$ cat src/rtl/sccb_pkg.sv
// Shared types and helpers for the SCCB write-master arbiter.
`default_nettype none

package sccb_pkg;

  typedef enum logic [2:0] {
    ST_IDLE      = 3'd0,
    ST_ISSUE     = 3'd1,
    ST_WAIT_LOW  = 3'd2,
    ST_WAIT_HIGH = 3'd3,
    ST_ACK       = 3'd4,
    ST_GAP       = 3'd5
  } sccb_arb_state_t;

  localparam int REQ_CFG = 0;
  localparam int REQ_USR = 1;

  function automatic int timeout_cycles(input int clk_f, input int timeout_us);
    return (clk_f / 1_000_000) * timeout_us;
  endfunction

  function automatic int max3(input int a, input int b, input int c);
    int m;
    m = (a > b) ? a : b;
    return (m > c) ? m : c;
  endfunction

endpackage

`default_nettype wire

$ cat src/rtl/sccb_arbiter.sv
// Two-requester arbiter in front of a single SCCB/I2C write master, with
// fixed CFG priority, start/busy watchdogs and an enforced bus-free gap.
`default_nettype none

module sccb_arbiter
  import sccb_pkg::*;
#(
  parameter int CLK_F      = 100_000_000,
  parameter int TIMEOUT_US = 1000,
  parameter int START_WAIT = 8,
  parameter int GAP_CYCLES = 100
) (
  input  logic       i_clk,
  input  logic       i_rstn,
  input  logic       i_cfg_req,
  input  logic [7:0] i_cfg_addr,
  input  logic [7:0] i_cfg_data,
  output logic       o_cfg_ack,
  input  logic       i_cfg_done,
  input  logic       i_usr_req,
  input  logic [7:0] i_usr_addr,
  input  logic [7:0] i_usr_data,
  output logic       o_usr_ack,
  input  logic       i_i2c_ready,
  output logic       o_i2c_start,
  output logic [7:0] o_i2c_addr,
  output logic [7:0] o_i2c_data,
  output logic [1:0] o_grant,
  output logic       o_busy,
  output logic       o_err
);

  localparam int TIMEOUT_CYCLES = timeout_cycles(CLK_F, TIMEOUT_US);
  localparam int MAX_CNT        = max3(TIMEOUT_CYCLES, GAP_CYCLES, START_WAIT);
  localparam int CNT_W          = $clog2(MAX_CNT + 1);

  localparam logic [CNT_W-1:0] CNT_MAX   = CNT_W'(MAX_CNT);
  localparam logic [CNT_W-1:0] START_LIM = CNT_W'(START_WAIT);
  localparam logic [CNT_W-1:0] TO_LIM    = CNT_W'(TIMEOUT_CYCLES);
  localparam logic [CNT_W-1:0] GAP_LIM   = CNT_W'(GAP_CYCLES - 1);

  sccb_arb_state_t  state;
  sccb_arb_state_t  state_next;
  logic [CNT_W-1:0] cnt;
  logic             take_cfg;
  logic             take_usr;
  logic             start_to;
  logic             busy_to;

  assign take_cfg = i_i2c_ready & i_cfg_req;
  assign take_usr = i_i2c_ready & ~i_cfg_req & i_usr_req & i_cfg_done;
  assign start_to = (state == ST_WAIT_LOW)  &  i_i2c_ready & (cnt >= START_LIM);
  assign busy_to  = (state == ST_WAIT_HIGH) & ~i_i2c_ready & (cnt >= TO_LIM);

  always_ff @(posedge i_clk or negedge i_rstn) begin
    if (!i_rstn) state <= ST_IDLE;
    else         state <= state_next;
  end

  always_comb begin
    state_next = state;
    case (state)
      ST_IDLE:      if (take_cfg || take_usr)       state_next = ST_ISSUE;
      ST_ISSUE:                                     state_next = ST_WAIT_LOW;
      ST_WAIT_LOW:  if (!i_i2c_ready)               state_next = ST_WAIT_HIGH;
                    else if (start_to)              state_next = ST_ACK;
      ST_WAIT_HIGH: if (i_i2c_ready || busy_to)     state_next = ST_ACK;
      ST_ACK:                                       state_next = ST_GAP;
      ST_GAP:       if (cnt >= GAP_LIM)             state_next = ST_IDLE;
      default:                                      state_next = ST_IDLE;
    endcase
  end

  always_comb begin
    o_i2c_start = (state == ST_ISSUE);
    o_cfg_ack   = (state == ST_ACK) & o_grant[REQ_CFG];
    o_usr_ack   = (state == ST_ACK) & o_grant[REQ_USR];
    o_busy      = (state != ST_IDLE);
  end

  // Every state change restarts the shared counter, so each wait measures
  // time spent in its own state.
  always_ff @(posedge i_clk or negedge i_rstn) begin
    if (!i_rstn)                  cnt <= '0;
    else if (state_next != state) cnt <= '0;
    else if (cnt != CNT_MAX)      cnt <= cnt + 1'b1;
  end

  always_ff @(posedge i_clk or negedge i_rstn) begin
    if (!i_rstn) begin
      o_i2c_addr <= 8'h00;
      o_i2c_data <= 8'h00;
      o_grant    <= 2'b00;
      o_err      <= 1'b0;
    end else begin
      if (state == ST_IDLE && take_cfg) begin
        o_i2c_addr <= i_cfg_addr;
        o_i2c_data <= i_cfg_data;
        o_grant    <= 2'b01;
      end else if (state == ST_IDLE && take_usr) begin
        o_i2c_addr <= i_usr_addr;
        o_i2c_data <= i_usr_data;
        o_grant    <= 2'b10;
      end else if (state == ST_ACK) begin
        o_grant    <= 2'b00;
      end
      if (start_to || busy_to) o_err <= 1'b1;
    end
  end

endmodule

`default_nettype wire

$ cat config.mk
export PLATFORM = sky130hd
export DESIGN_NAME = sccb_arbiter
export DESIGN_NICKNAME = d
export VERILOG_FILES = /design/src/rtl/sccb_pkg.sv /design/src/rtl/sccb_arbiter.sv
export SDC_FILE = /design/constraint.sdc
export NUM_CORES = 1
export LEC_CHECK = 0
export CAP_MARGIN = 0
export CELL_PAD_IN_SITES_DETAIL_PLACEMENT = 1
export CELL_PAD_IN_SITES_GLOBAL_PLACEMENT = 2
export CORE_ASPECT_RATIO = 0.75
export CORE_MARGIN = 2
export CORE_UTILIZATION = 29
export CTS_CLUSTER_DIAMETER = 30
export DETAILED_ROUTE_END_ITERATION = 12
export PLACE_DENSITY = 0.87
export SLEW_MARGIN = 20
export SYNTH_ARGS = -nofsm -noshare
export SYNTH_HDL_FRONTEND = slang
export SYNTH_SLANG_ARGS = --single-unit
export TNS_END_PERCENT = 1
$ cat constraint.sdc
create_clock -name i_clk -period 3 [get_ports i_clk]
set_clock_uncertainty 0.05 [all_clocks]
set_input_delay 0.9 -clock i_clk [delete_from_list [all_inputs] [get_ports i_clk]]
set_output_delay 0.9 -clock i_clk [all_outputs]
set_load 0.02 [all_outputs]
# Yosys cells after proc, flatten, opt, wreduce, memory -nomap -nowiden
# Index checks and enable logic that the tools add are counted.
totals:
  regBits: 39
  in_bits: 38
  elab_cells: 54
classes:
  addsub: 1
  bitwise_logic: 12
  reduce_logical: 10
  eq_ne: 7
  order_cmp: 3
  mux: 15
op_table:
  columns: ["operator", "count"]
  rows:
  - ["2-to-1 mux 17 bit", 2]
  - ["2-to-1 mux 8 bit", 4]
  - ["one-hot mux 3 bit (6 select lines)", 1]
  - ["adder 17 x 1 -> 17 bit, second input constant", 1]
  - [">= comparator 17 bit, second input constant", 1]
  - [">= comparator 17 x 4 -> 1 bit, second input constant", 1]
  - [">= comparator 17 x 7 -> 1 bit, second input constant", 1]
  - ["!= test 17 bit, second input constant", 1]
  - ["2-to-1 mux 3 bit", 5]
  - ["bitwise AND 1 bit", 10]
  - ["== test 3 x 2 -> 1 bit, second input constant", 2]
  - ["== test 3 bit, second input constant", 2]
  - ["2-to-1 mux 2 bit", 3]
  - ["nonzero test 3 bit", 2]
  - ["nonzero test 2 bit", 2]
  - ["== test 3 x 1 -> 1 bit, second input constant", 1]
  - ["zero test 3 bit", 1]
  - ["logical OR 1 bit", 3]
  - ["!= test 3 bit", 1]
  - ["logical AND 1 bit", 2]
  - ["inverter 1 bit", 2]

# Longest topological paths before layout
# Gate-level depths: netlist (run 1).
depth:
  word_depth: 9
  ltp_mapped: 8
  ltp_nobuf: 6

# Least setup slack after synthesis (run 1)
# No wires, ideal clock.
synth_timing:
  path_type: "register to register"
  startpoint: "register state[1]"
  endpoint: "register o_i2c_addr[0]"
  setup_ns: 0.137
  path_stages_with_launch: 8
  period_less_slack_ns: 2.126
  slack_ns: 0.874
  arrival_ns: 1.939
  path_buffers: 2
  path_cell_list: "dfrtp_1 > nor2_1 > nand2_1 > nor4b_1 > buf_2 > buf_4 > mux2i_1 > a21oi_1"
synth_between:
  elab_chain_len: 3
synth_lines:
  columns: ["element", "line_no", "source"]
  rows:
  - ["from (decl)", "sccb_arbiter.sv:42", "sccb_arb_state_t state;"]
  - ["from (signal assigned)", "sccb_arbiter.sv:57", "else state <= state_next;"]
  - ["zero test 3 bit *", "sccb_arbiter.sv:96, sccb_arbiter.sv:100", null]
  - ["logical AND 1 bit (on tied branches)", "sccb_arbiter.sv:96, sccb_arbiter.sv:100", null]
  - ["2-to-1 mux 8 bit or nonzero test 2 bit (tied branches)", null, null]
  - ["to (signal assigned)", "sccb_arbiter.sv:97", "o_i2c_addr <= i_cfg_addr;"]
  - ["to (signal assigned)", "sccb_arbiter.sv:101", "o_i2c_addr <= i_usr_addr;"]
  - ["to (decl)", "sccb_arbiter.sv:26", "output logic [7:0] o_i2c_addr,"]
# Every way passes the cells marked *; elsewhere a longest branch is shown, timed or not.
# A chain may end at the register's enable or synchronous reset.

# Worst setup path in the final report (run 1)
layout_timing:
  startpoint: "register state[2]"
  endpoint: "output port o_busy"
layout_between:
  elab_chain_len: 1
layout_lines:
  columns: ["element", "line_no", "source"]
  rows:
  - ["nonzero test 3 bit", "sccb_arbiter.sv:78", "o_busy = (state != ST_IDLE);"]
  - ["to (decl)", "sccb_arbiter.sv:29", "output logic o_busy,"]
# Every way passes these cells.

==> impl_metrics.toml, run 1 <==
[sta]
finalCritPeriodShare_pct = 92.67
setup_viol_count_final = 0
fmax_mhz = 359.7
tightest_slew_ps = 906.3
rsz0062_at_grt = "false"
fin_tns_setup_ps = 0
min_period_ps = 2780
slew_headroom_pct = 39.58
slew_violations = 0
hold_viol = 0

[floorplanning]
fp.dieW_um = 102.9
start_util_pct = 30.54
die_y_um = 78.15
pin_count = 61
fp-row-count = 26
core-area_um2 = 6962
fp.dieArea_um2 = 8038

[drt]
drt-initial-drc-count = 39
vias = 1789
first_pass_iters = 4
routed_via_density = 4.783
drc_errors = 0
wirelength_mm = 5.837
wl_per_cell_um = 15.61
ant_nets = 0

[global_route]
use_met3_pct = 2.493
use_met1_pct = 21.83
grt_pass1_wl_mm = 9.639
antenna_found_initial = 0
grt-ovfl-total = 0
first_global_vias = 1856
grtUsageMet2_pct = 24.38
top_usage_layer = "met2"
grt_usage_pct = 15.32
grt_max_degree = 40

[critical_path]
path_buf_inv = 2
required_ps = 2050
rrSetupSlack_ps = 660
slowest_delay_ps = 640
worstPathMaxFanout = 11
slowest_stage = "clkdlybuf4s50_1"
cp-end-kind = "output pin"
cp.arrival_ps = 1830
cp_top_family = "buffers and inverters"
critPathLaunchType = "flop"
critPathKind = "reg -> out"
crit_path_cell_trace = "inv_1 > nand2_1 > clkdlybuf4s50_1"

[synth]
postSynthCellCount = 214
yosys.cell_types.count = 39
ys_ff_latch = 39
synthFlopType = "dfrtp_1"
yosysSeqAreaShare_pct = 45.91
netlist.area_leader.share_pct = 45.91
synthesis.nets = 254
synthesis.area_um2 = 2126
synth_edf_count = 0
synth_area_leaders = "dfrtp_1 46%, mux2i_1 8.0%, nor2_1 5.5%, nor2_4 4.8%, a21oi_1 4.5%"
yosysTopAreaCell = "dfrtp_1"
syn_avg_cell_area_um2 = 9.934
async_flop_share_pct = 100.0
synth_warnings = 0

[clocking]
cts.clk_slew.worst_paths_ps = 80
cts_buffer_depth = 2
insertion_delay_ps = 290
clock-root-buffer = "clkbuf_8"
cts_hold_buf = 0
cts_tree = "built"
htree_levels = 2
cts_setup_buffers = 0
numClockSinks = 39
cts_resized = 0
cts_made_buffers = 5

[layout]
antenna_cells = 0
final_nets = 315
final_layout_size_suffix_gt1_share_pct = 9.420
layoutNonFillerInstCount = 374
synthToLayoutAreaGrowth_pct = 37.85

[min_path]
min_path_type = "reg -> reg"

[power_and_ir_drop]
power_density_nw_per_um2 = 806.2
p_leak_nw = 1.152
ir_worst_vdd_uv = 327.8

[placed_design]
dp_cells = 366
place_congestion = 0.8351
port_buffers = 60
hpwl_mm = 4.243

[run_status]
status = "finished, final reports clean"

[run]
maxCapViolations = 0
==> stage by stage <==
stage	utilization [%]	total power [mW]	area, um^2	hold WS, ps	worst slack [ps]
floorplan	-	1.485	2126	477.1	874.3
global placement	40.40	1.885	2813	436.6	356.1
detailed placement	40.40	1.910	2813	449.7	318.1
CTS	42.09	2.394	2930	471.5	221.0
global route	42.09	2.518	2930	491.7	133.2
finish	42.09	2.362	2930	465.4	220.0
==> state kept, by name, indices dropped and copies added (netlist names) <==
| signal | cells |
|---|---|
| o_err | 1 |
| state | 3 |
| o_i2c_data | 8 |
| o_i2c_addr | 8 |
| o_grant | 2 |
| cnt | 17 |
==> cells by family (layout without fill, tap and decap cells) <==
group / Yosys count / count (layout) / share of synthesized area, %
multiplexers: 17 / 17 / 8.005
AO/OA/AOI/OAI: 35 / 35 / 10.18
buffers and inverters: 16 / 78 / 4.238
adder cells (fa/ha/maj): 2 / 2 / 1.177
AND/OR/NAND/NOR: 90 / 90 / 24.31
flip-flops: 39 / 39 / 45.91
XOR/XNOR: 15 / 15 / 6.180
==> report_power, final <==
group          internal (mW)  total (mW)  switching (mW)
clock network          0.269       0.464           0.194
logic                  0.474        1.09           0.612
registers              0.682       0.812           0.130
total                   1.43        2.36           0.936
==> synth_stat cells (3+ instances only) <==
| cell | count |
|---|---|
| nand3_1 | 5 |
| and3_1 | 3 |
| or4_1 | 3 |
| nand4_1 | 8 |
| o21ai_0 | 4 |
| nand2_1 | 15 |
| a21oi_1 | 19 |
| xnor2_1 | 8 |
| mux2i_1 | 17 |
| nor2_4 | 9 |
| o211ai_1 | 3 |
| nor2_1 | 31 |
| or3_1 | 3 |
| dfrtp_1 | 39 |
| clkbuf_1 | 5 |
| xor2_1 | 7 |
| inv_1 | 6 |
==> worst paths after layout <==
kind                                  from    endpoint  cells past startpoint
worst max-delay path              state[2]      o_busy                      3
worst min-delay path            o_grant[0]  o_grant[0]                      2
worst max register to register     cnt[12]     cnt[16]                      6
worst min register to register  o_grant[0]  o_grant[0]                      2
max in group asynchronous           i_rstn    state[0]                      1
min in group asynchronous           i_rstn      cnt[2]                      1
==> routing by layer <==
metal	vias to the layer above	wire length [um]	share of wire (%)
met5	-	0	0
met4	0	47	0.81
met3	5	144	2.5
met2	33	2843	49
met1	879	2801	48
li1	872	-	-
==> layout make-up <==
class	instances	area, um^2
Tap cell	98	122.6
Clock inverter	2	35.03
Multi-Input combinational cell	159	1066
Sequential cell	39	975.9
Clock buffer	6	82.58
Fill cell	842	4031
Inverter	6	22.52
Timing Repair Buffer	64	625.6
==> worst register-to-register path, cell delays in order (launching register included) <==
cell	delay, ps
dfrtp_1	440
or4_4	580
nor4_4	290
nand4_1	220
a32o_1	280
buf_4	240
a21oi_1	160
==> placed cells by master (no fill, tap or decap), types with 2 or more instances in the layout <==
master           synthesis  routed
nand4_1                  8       8
buf_4                    1       4
nor2_4                   9       9
a21oi_1                 19      19
or4_1                    3       3
nor2_1                  31      31
xor2_1                   7       7
ha_1                     2       2
clkdlybuf4s50_1          0      59
nor3_1                   2       2
xnor2_1                  8       8
nor2b_1                  2       2
or3_1                    3       3
o211ai_1                 3       3
clkbuf_8                 0       6
dfrtp_1                 39      39
and3_1                   3       3
inv_1                    6       6
o21ai_0                  4       4
o311ai_0                 2       2
mux2i_1                 17      17
and4_1                   2       2
nand3_1                  5       5
nand2_1                 15      15
a41oi_1                  2       2
(Power assumes the default switching activity.)
==> run 2: changes to the inputs <==
--- a/config.mk
+++ b/config.mk
@@ -10,10 +10,11 @@
 export CELL_PAD_IN_SITES_GLOBAL_PLACEMENT = 2
 export CORE_ASPECT_RATIO = 0.75
 export CORE_MARGIN = 2
-export CORE_UTILIZATION = 29
+export CORE_UTILIZATION = 30
+export CTS_BUF_LIST = sky130_fd_sc_hd__clkbuf_4
 export CTS_CLUSTER_DIAMETER = 30
 export DETAILED_ROUTE_END_ITERATION = 12
-export PLACE_DENSITY = 0.87
+export PLACE_DENSITY = 0.9
 export SLEW_MARGIN = 20
 export SYNTH_ARGS = -nofsm -noshare
 export SYNTH_HDL_FRONTEND = slang
==> impl_metrics.toml, run 2 (synthesis gave the netlist of run 1 again) <==
[run_status]
status = "finished, final reports clean"

[critical_path]
worstPathMaxFanout = 8
r2r_end = "cnt[16]"
worstSetupStartpoint = "state[1]"
cp_num_cells = 3
critPathLaunchType = "flop"
crit_path_cell_trace = "nor2_4 > and3_1 > clkdlybuf4s50_1"
rrSetupSlack_ps = 530
endpoint = "o_usr_ack"
slowest_stage = "clkdlybuf4s50_1"
cp_top_family = "buffers and inverters"
worstReg2RegStart = "cnt[4]"
cp-end-kind = "output pin"
cp.arrival_ps = 1890
slowest_delay_ps = 620
r2r_cells = 6
path_buf_inv = 1
critPathKind = "reg -> out"
required_ps = 2050

[floorplanning]
start_util_pct = 31.12
pin_count = 61
fp-row-count = 26
die_y_um = 76.90
core-area_um2 = 6832
fp.dieArea_um2 = 7782
fp.dieW_um = 101.2

[power_and_ir_drop]
p_switching_mw = 0.9245
ir_worst_vdd_uv = 355.4
total_power_mw = 2.345
power_density_nw_per_um2 = 808.5
intPower_mw = 1.420
p_sw_share_pct = 39.43
pwr-share-comb_pct = 46.0
seqPwrFrac_pct = 34.8
p_leak_nw = 1.142
clkPwrFrac_pct = 19.2

[layout]
antenna_cells = 0
mostFrequentLayoutCells = "59 x clkdlybuf4s50_1, 39 x dfrtp_1, 30 x nor2_1"
fin_util_pct = 42.45
synthToLayoutAreaGrowth_pct = 36.43
layout_commonest_cell = "clkdlybuf4s50_1"
largest-register = "cnt"
reg.largest.list = "cnt: 17 flops, o_i2c_addr: 8 flops, o_i2c_data: 8 flops"
final_nets = 314
layoutNonFillerInstCount = 359
largest_register_ffs = 17
final_layout_size_suffix_gt1_share_pct = 9.455

[clocking]
clock-root-buffer = "clkbuf_4"
cts_tree = "built"
numClockSinks = 39
insertion_delay_ps = 350
cts_setup_buffers = 0
htree_levels = 2
cts_made_buffers = 5
cts.clk_slew.worst_paths_ps = 130
cts_buffer_depth = 2

[sta]
tightest_slew_ps = 919.2
finalCritPeriodShare_pct = 94.75
hold_viol = 0
worst_slack_ps = 157.5
setup_viol_count_final = 0
slew_headroom_pct = 38.72
slew_violations = 0
rsz0062_at_grt = "false"
fin_tns_setup_ps = 0
fmax_mhz = 351.8
min_period_ps = 2843

[drt]
drt-initial-drc-count = 77
routed_via_density = 5.031
vias = 1806
first_pass_iters = 4
wl_per_cell_um = 16.01
wirelength_mm = 5.746
ant_nets = 0
drc_errors = 0

[global_route]
grt_usage_pct = 15.62
grt-ovfl-total = 0
use_met3_pct = 3.191
use_met1_pct = 21.72
first_global_vias = 1883
grtUsageMet2_pct = 24.64
grt_max_degree = 40
top_usage_layer = "met2"
grt_pass1_wl_mm = 9.563
antenna_found_initial = 0

[placed_design]
dp_cells = 351
pre_cts_slack_ps = 292.9
hpwl_mm = 4.318
port_buffers = 60
place_congestion = 0.8342

[min_path]
min_path_type = "reg -> reg"

[run]
maxCapViolations = 0
-- run 2: cell types whose count changed in the layout (fill, tap and decap cells not counted) --
cell	delta
buf_4	-1
clkinv_2	-1
bufinv_16	+1
clkbuf_8	-6
clkbuf_4	+6
nor2_1	-1
nor2_4	+1
-- run 2: timing repair --
action | 4_1_cts | 5_1_grt
hold buffers | 0 | 0
endpoints found under the hold margin | 0 | 0
endpoints found under the setup margin | 2 | 2
resized for setup | 1 | 1
pin swaps | 0 | 0
-- run 2: worst min-delay path, cell delays in order, from the launching register on --
cell,delay (ps)
dfrtp_1,380
nand2_1,50
nand2_1,60
-- run 2: per-layer routing --
layer / wire length [um] / up-vias
met5: 0 / -
met1: 2754 / 903
li1: - / 874
met4: 68 / 0
met3: 146 / 4
met2: 2776 / 25
-- run 2: area by class of cell --
class / count / area (um^2)
Fill cell: 785 / 3931
Multi-Input combinational cell: 159 / 1074
Sequential cell: 39 / 975.9
Timing Repair Buffer: 63 / 618.1
Tap cell: 84 / 105.1
Clock inverter: 2 / 60.06
Clock buffer: 6 / 45.04
Inverter: 6 / 22.52
-- run 2: worst min path at each step --
stage	depth (start not counted)	startpoint	end
final	2	o_grant[0]	o_grant[0]
after global routing	2	o_grant[0]	o_grant[0]
after CTS	2	o_grant[0]	o_grant[0]
after detailed placement	2	o_grant[0]	o_grant[0]
after global placement	2	o_grant[0]	o_grant[0]
after floorplan	2	cnt[1]	cnt[1]
-- run 2: power groups by stage --
| stage | combinational [mW] | sequential (mW) | clock (mW) |
|---|---|---|---|
| after floorplan | 0.548 | 0.937 | 0 |
| after global routing | 1.17 | 0.846 | 0.486 |
| after detailed placement | 1.08 | 0.821 | 0 |
| after CTS | 1.09 | 0.814 | 0.464 |
| after global placement | 1.06 | 0.810 | 0 |
| final | 1.08 | 0.816 | 0.449 |
-- run 2: through the flow --
step | hold slack [ps] | instance area [um^2]
finish | 468.6 | 2900
global route | 490.3 | 2900
CTS | 476.6 | 2895
detailed placement | 445.8 | 2788
global placement | 432.2 | 2788
floorplan | 477.1 | 2126
==> run 3: changes to the inputs <==
--- a/config.mk
+++ b/config.mk
@@ -9,12 +9,13 @@
 export CELL_PAD_IN_SITES_DETAIL_PLACEMENT = 1
 export CELL_PAD_IN_SITES_GLOBAL_PLACEMENT = 2
 export CORE_ASPECT_RATIO = 0.75
-export CORE_MARGIN = 2
+export CORE_MARGIN = 5
 export CORE_UTILIZATION = 30
 export CTS_BUF_LIST = sky130_fd_sc_hd__clkbuf_4
 export CTS_CLUSTER_DIAMETER = 30
 export DETAILED_ROUTE_END_ITERATION = 12
-export PLACE_DENSITY = 0.9
+export PLACE_DENSITY_LB_ADDON = 0.12
+export SETUP_SLACK_MARGIN = 0.5
 export SLEW_MARGIN = 20
 export SYNTH_ARGS = -nofsm -noshare
 export SYNTH_HDL_FRONTEND = slang
==> impl_metrics.toml, run 3 (synthesis gave the netlist of run 1 again) <==
[placed_design]
hpwl_mm = 4.517
post_dp_cell_area_um2 = 2835
place_congestion = 0.7436
port_buffers = 60
dp_cells = 369

[drt]
wirelength_mm = 5.868
routed_via_density = 4.714
first_pass_iters = 4
ant_nets = 0
drt-initial-drc-count = 36
drc_errors = 0
wl_per_cell_um = 15.56
vias = 1777

[clocking]
htree_levels = 2
cts_made_buffers = 5
cts_buffer_depth = 2
cts_setup_buffers = 0
cts_tree = "built"
insertion_delay_ps = 330
cts.clk_slew.worst_paths_ps = 120
clock-root-buffer = "clkbuf_4"
numClockSinks = 39
cts_hold_buf = 0

[sta]
fmax_mhz = 395.0
fin_tns_setup_ps = 0
slew_headroom_pct = 61.48
min_period_ps = 2531
setup_viol_count_final = 0
rsz0062_at_grt = "true"
slew_violations = 0
hold_viol = 0
tightest_slew_ps = 572.5
finalCritPeriodShare_pct = 84.38

[critical_path]
cp_top_family = "buffers and inverters"
slowest_delay_ps = 480
critPathLaunchType = "flop"
required_ps = 2050
critPathKind = "reg -> out"
crit_path_cell_trace = "nor2_2 > buf_4 > nand2_1 > dlygate4sd2_1"
path_buf_inv = 2
worstPathMaxFanout = 7
cp-end-kind = "output pin"
cp.arrival_ps = 1580
slowest_stage = "dfrtp_2"

[layout]
reg.largest.list = "cnt: 17 flops, o_i2c_addr: 8 flops, o_i2c_data: 8 flops"
layout_commonest_cell = "clkdlybuf4s50_1"
final_layout_size_suffix_gt1_share_pct = 11.11
antenna_cells = 0
final_area_um2 = 2879
largest_register_ffs = 17
layoutNonFillerInstCount = 377
final_nets = 318
largest-register = "cnt"
fin_util_pct = 41.94
synthToLayoutAreaGrowth_pct = 35.43
mostFrequentLayoutCells = "55 x clkdlybuf4s50_1, 38 x dfrtp_1, 30 x nor2_1"

[power_and_ir_drop]
p_switching_mw = 0.9076
seqPwrFrac_pct = 37.6
total_power_mw = 2.155
p_sw_share_pct = 42.12
intPower_mw = 1.247
clkPwrFrac_pct = 12.3
p_leak_nw = 1.146
pwr-share-comb_pct = 50.1
power_density_nw_per_um2 = 748.4
ir_worst_vdd_uv = 324.0

[global_route]
first_global_vias = 1908
antenna_found_initial = 0
grt_usage_pct = 13.88
grt_max_degree = 21
grt_pass1_wl_mm = 9.956
grt-ovfl-total = 0

[floorplanning]
fp.dieArea_um2 = 8887
start_util_pct = 30.97
fp-row-count = 26
core-area_um2 = 6864
die_y_um = 82.90
fp.dieW_um = 107.2
pin_count = 61

[run_status]
status = "finished, final reports clean"

[min_path]
min_path_type = "reg -> reg"

[run]
maxCapViolations = 0
-- run 3: cell types whose count changed in the layout (fill, tap and decap cells not counted), sizes merged --
| cell | delta |
|---|---|
| clkdlybuf4s50 | -4 |
| clkinv | +2 |
| clkbuf | +2 |
| bufinv | -2 |
| buf | +4 |
| dlygate4sd2 | +2 |
-- run 3: timing repair --
action,4_1_cts,5_1_grt
gates resized for setup,4,7
endpoints found under the setup margin,4,21
cloned,0,0
-- run 3: path summary, 6_finish.rpt --
check                      cells past startpoint  slack, ps            end  startpoint
max reg2reg                                    6        630        cnt[16]     cnt[12]
min in group asynchronous                      1        470         cnt[0]      i_rstn
min reg2reg                                    1        440          o_err       o_err
min                                            1        440          o_err       o_err
max in group asynchronous                      2       1780  o_i2c_addr[1]      i_rstn
max                                            4        470         o_busy    state[1]
-- run 3: metal layers --
layer,global-route usage (%),vias to the layer above,wire (um)
met5,0,-,0
met4,3.368,0,46
met3,3.953,4,279
met2,21.86,37,2668
met1,18.75,862,2874
li1,-,874,-
-- run 3: worst register-to-register path, stage by stage, from the launching register on --
cell and delay [ps]:
dfrtp_1 450, or4_4 580, nor4_4 280, nand4_1 240
a32o_1 290, buf_4 250, a21oi_1 170
-- run 3: layout make-up --
class,count,area (um^2)
inverters,6,22.52
fillers,786,3985
clock buffers,6,45.04
well taps,98,122.6
flip-flops and latches,39,977.2
multi-input cells,159,1069
clock inverters,2,7.507
repair buffers,67,635.6
-- run 3: power groups by stage --
stage	combinational (mW)	clock, mW	sequential, mW
after global placement	1.09	0	0.814
after CTS	1.09	0.284	0.809
after global routing	1.17	0.307	0.840
final	1.08	0.265	0.810
after floorplan	0.548	0	0.937
after detailed placement	1.10	0	0.818
-- run 3: through the flow --
step,hold WS [ps],setup slack (ps)
floorplan,477.1,874.3
finish,444.8,468.6
global route,489.0,381.5
detailed placement,430.3,276.5
global placement,432.9,353.7
CTS,451.4,368.1
==> patch: new RTL, config.mk and constraints of run 1 <==
Make the reset (`i_rstn`) synchronous in 3 clocked blocks.
--- a/src/rtl/sccb_arbiter.sv
+++ b/src/rtl/sccb_arbiter.sv
@@ -54,3 +54,3 @@
 
-  always_ff @(posedge i_clk or negedge i_rstn) begin
+  always_ff @(posedge i_clk) begin
     if (!i_rstn) state <= ST_IDLE;
@@ -82,3 +82,3 @@
   // time spent in its own state.
-  always_ff @(posedge i_clk or negedge i_rstn) begin
+  always_ff @(posedge i_clk) begin
     if (!i_rstn)                  cnt <= '0;
@@ -88,3 +88,3 @@
 
-  always_ff @(posedge i_clk or negedge i_rstn) begin
+  always_ff @(posedge i_clk) begin
     if (!i_rstn) begin
Formal check against the unedited RTL: differs if i_rstn is asserted again (counterexample within 4 cycles, from zero or initial values and one cycle with i_rstn low); with i_rstn held inactive, the same outputs for 10 cycles.
==> patch against run 1 <==
  * Synthesized cell count increased by 7.0%
  * Area after synthesis decreased by 6.1%
  * Cell area decreased by 5.3%
  * Wire length decreased by 4.4%
  * Maximum frequency increased by 0.37%
  * Cell count decreased by 0.53%
  * Core utilization decreased by 0.88 points
  * Register-to-register slack improved by 340 ps
  * Setup slack improved by 10 ps
  * Sequential share of layout area decreased by 5.2 points
  * Sequential cell count unchanged
  * Critical endpoint is now o_usr_ack
Power is not compared: it rests on default switching activity, and its combinational part moved more than twofold at a synthesized area within 25%.
==> patch: results (changes against run 1) <==
outcome finished, final reports clean; post-synthesis instance total 229 (+7.0%); DRT iter0 DRCs 47 (+21%); relative slew slack 0.5002 (+0.1044); dpl cell area 2663 µm² (-5.3%); Vias/cell 5.005 (+4.6%); sequential cells 39 (unchanged); sequential cell area share 0.2813 (-0.05171); clk cell area share 0.04058 (+0.0004405); metal3 WL 250 µm (+74%); Min-Delay Endpoint o_grant[0]; Post-Syn Nets 269 (+5.9%); multi-input combinational area share 0.3963 (+0.03251); Synth async-reset ratio 0 (-1.000); met3 GRT Util 0.04587 (+0.02094); sequential fraction of the synthesis area 0.3910 (-0.06812); Tot GR Track Use 0.1466 (-0.006543); number of global-route vias before repair 1743 (-6.1%); count of non-CTS inverters in the layout 7 (+1); Final Instance Area 2775 µm² (-5.3%); drt total wl 5.578 mm (-4.4%); HPWL Detailed 4.097 mm (-3.4%); NonClk Buf Share 0.2344 (+0.02095); Cells after DPL 364 (-0.55%); met2 WL 2.433 mm (-14%); DP Worst Slack 230.3 ps (-87.83 ps); Placer Congestion 0.7880 (-5.6%); FF-to-FF setup slack 1000 ps (+340 ps); WL met1 2.841 mm (+1.4%); Multi-input comb cells 169 (+6.3%); share of the synthesized area in the top cell type 0.3910 (-0.06812); met2 Usage GRT 0.2170 (-0.02682)
## patch: worst max-delay path by stage
stage / endpoint / from / cells after the start / slack (ps)
floorplan: o_i2c_addr[1] / i_i2c_ready / 7 / 890
global placement: cnt[13] / i_i2c_ready / 7 / 310
detailed placement: cnt[9] / i_i2c_ready / 7 / 230
CTS: o_usr_ack / state[1] / 3 / 230
global route: o_usr_ack / state[0] / 3 / 90
finish: o_usr_ack / state[0] / 3 / 230
## patch: cell families after synthesis
family                   Yosys count  share of synthesized area
AND/OR/NAND/NOR                   98                     0.2431
flip-flops                        39                     0.3910
AO/OA/AOI/OAI                     36                     0.1341
buffers and inverters             21                    0.06265
multiplexers                      18                    0.09085
XOR/XNOR                          15                    0.06579
adder cells (fa/ha/maj)            2                    0.01253
## patch: power by group
| part | switching [mW] | internal (mW) | total (mW) |
|---|---|---|---|
| clock | 0.206 | 0.248 | 0.453 |
| sequential | 0.0282 | 0.548 | 0.576 |
| combinational | 0.131 | 0.137 | 0.269 |
| total | 0.365 | 0.934 | 1.30 |
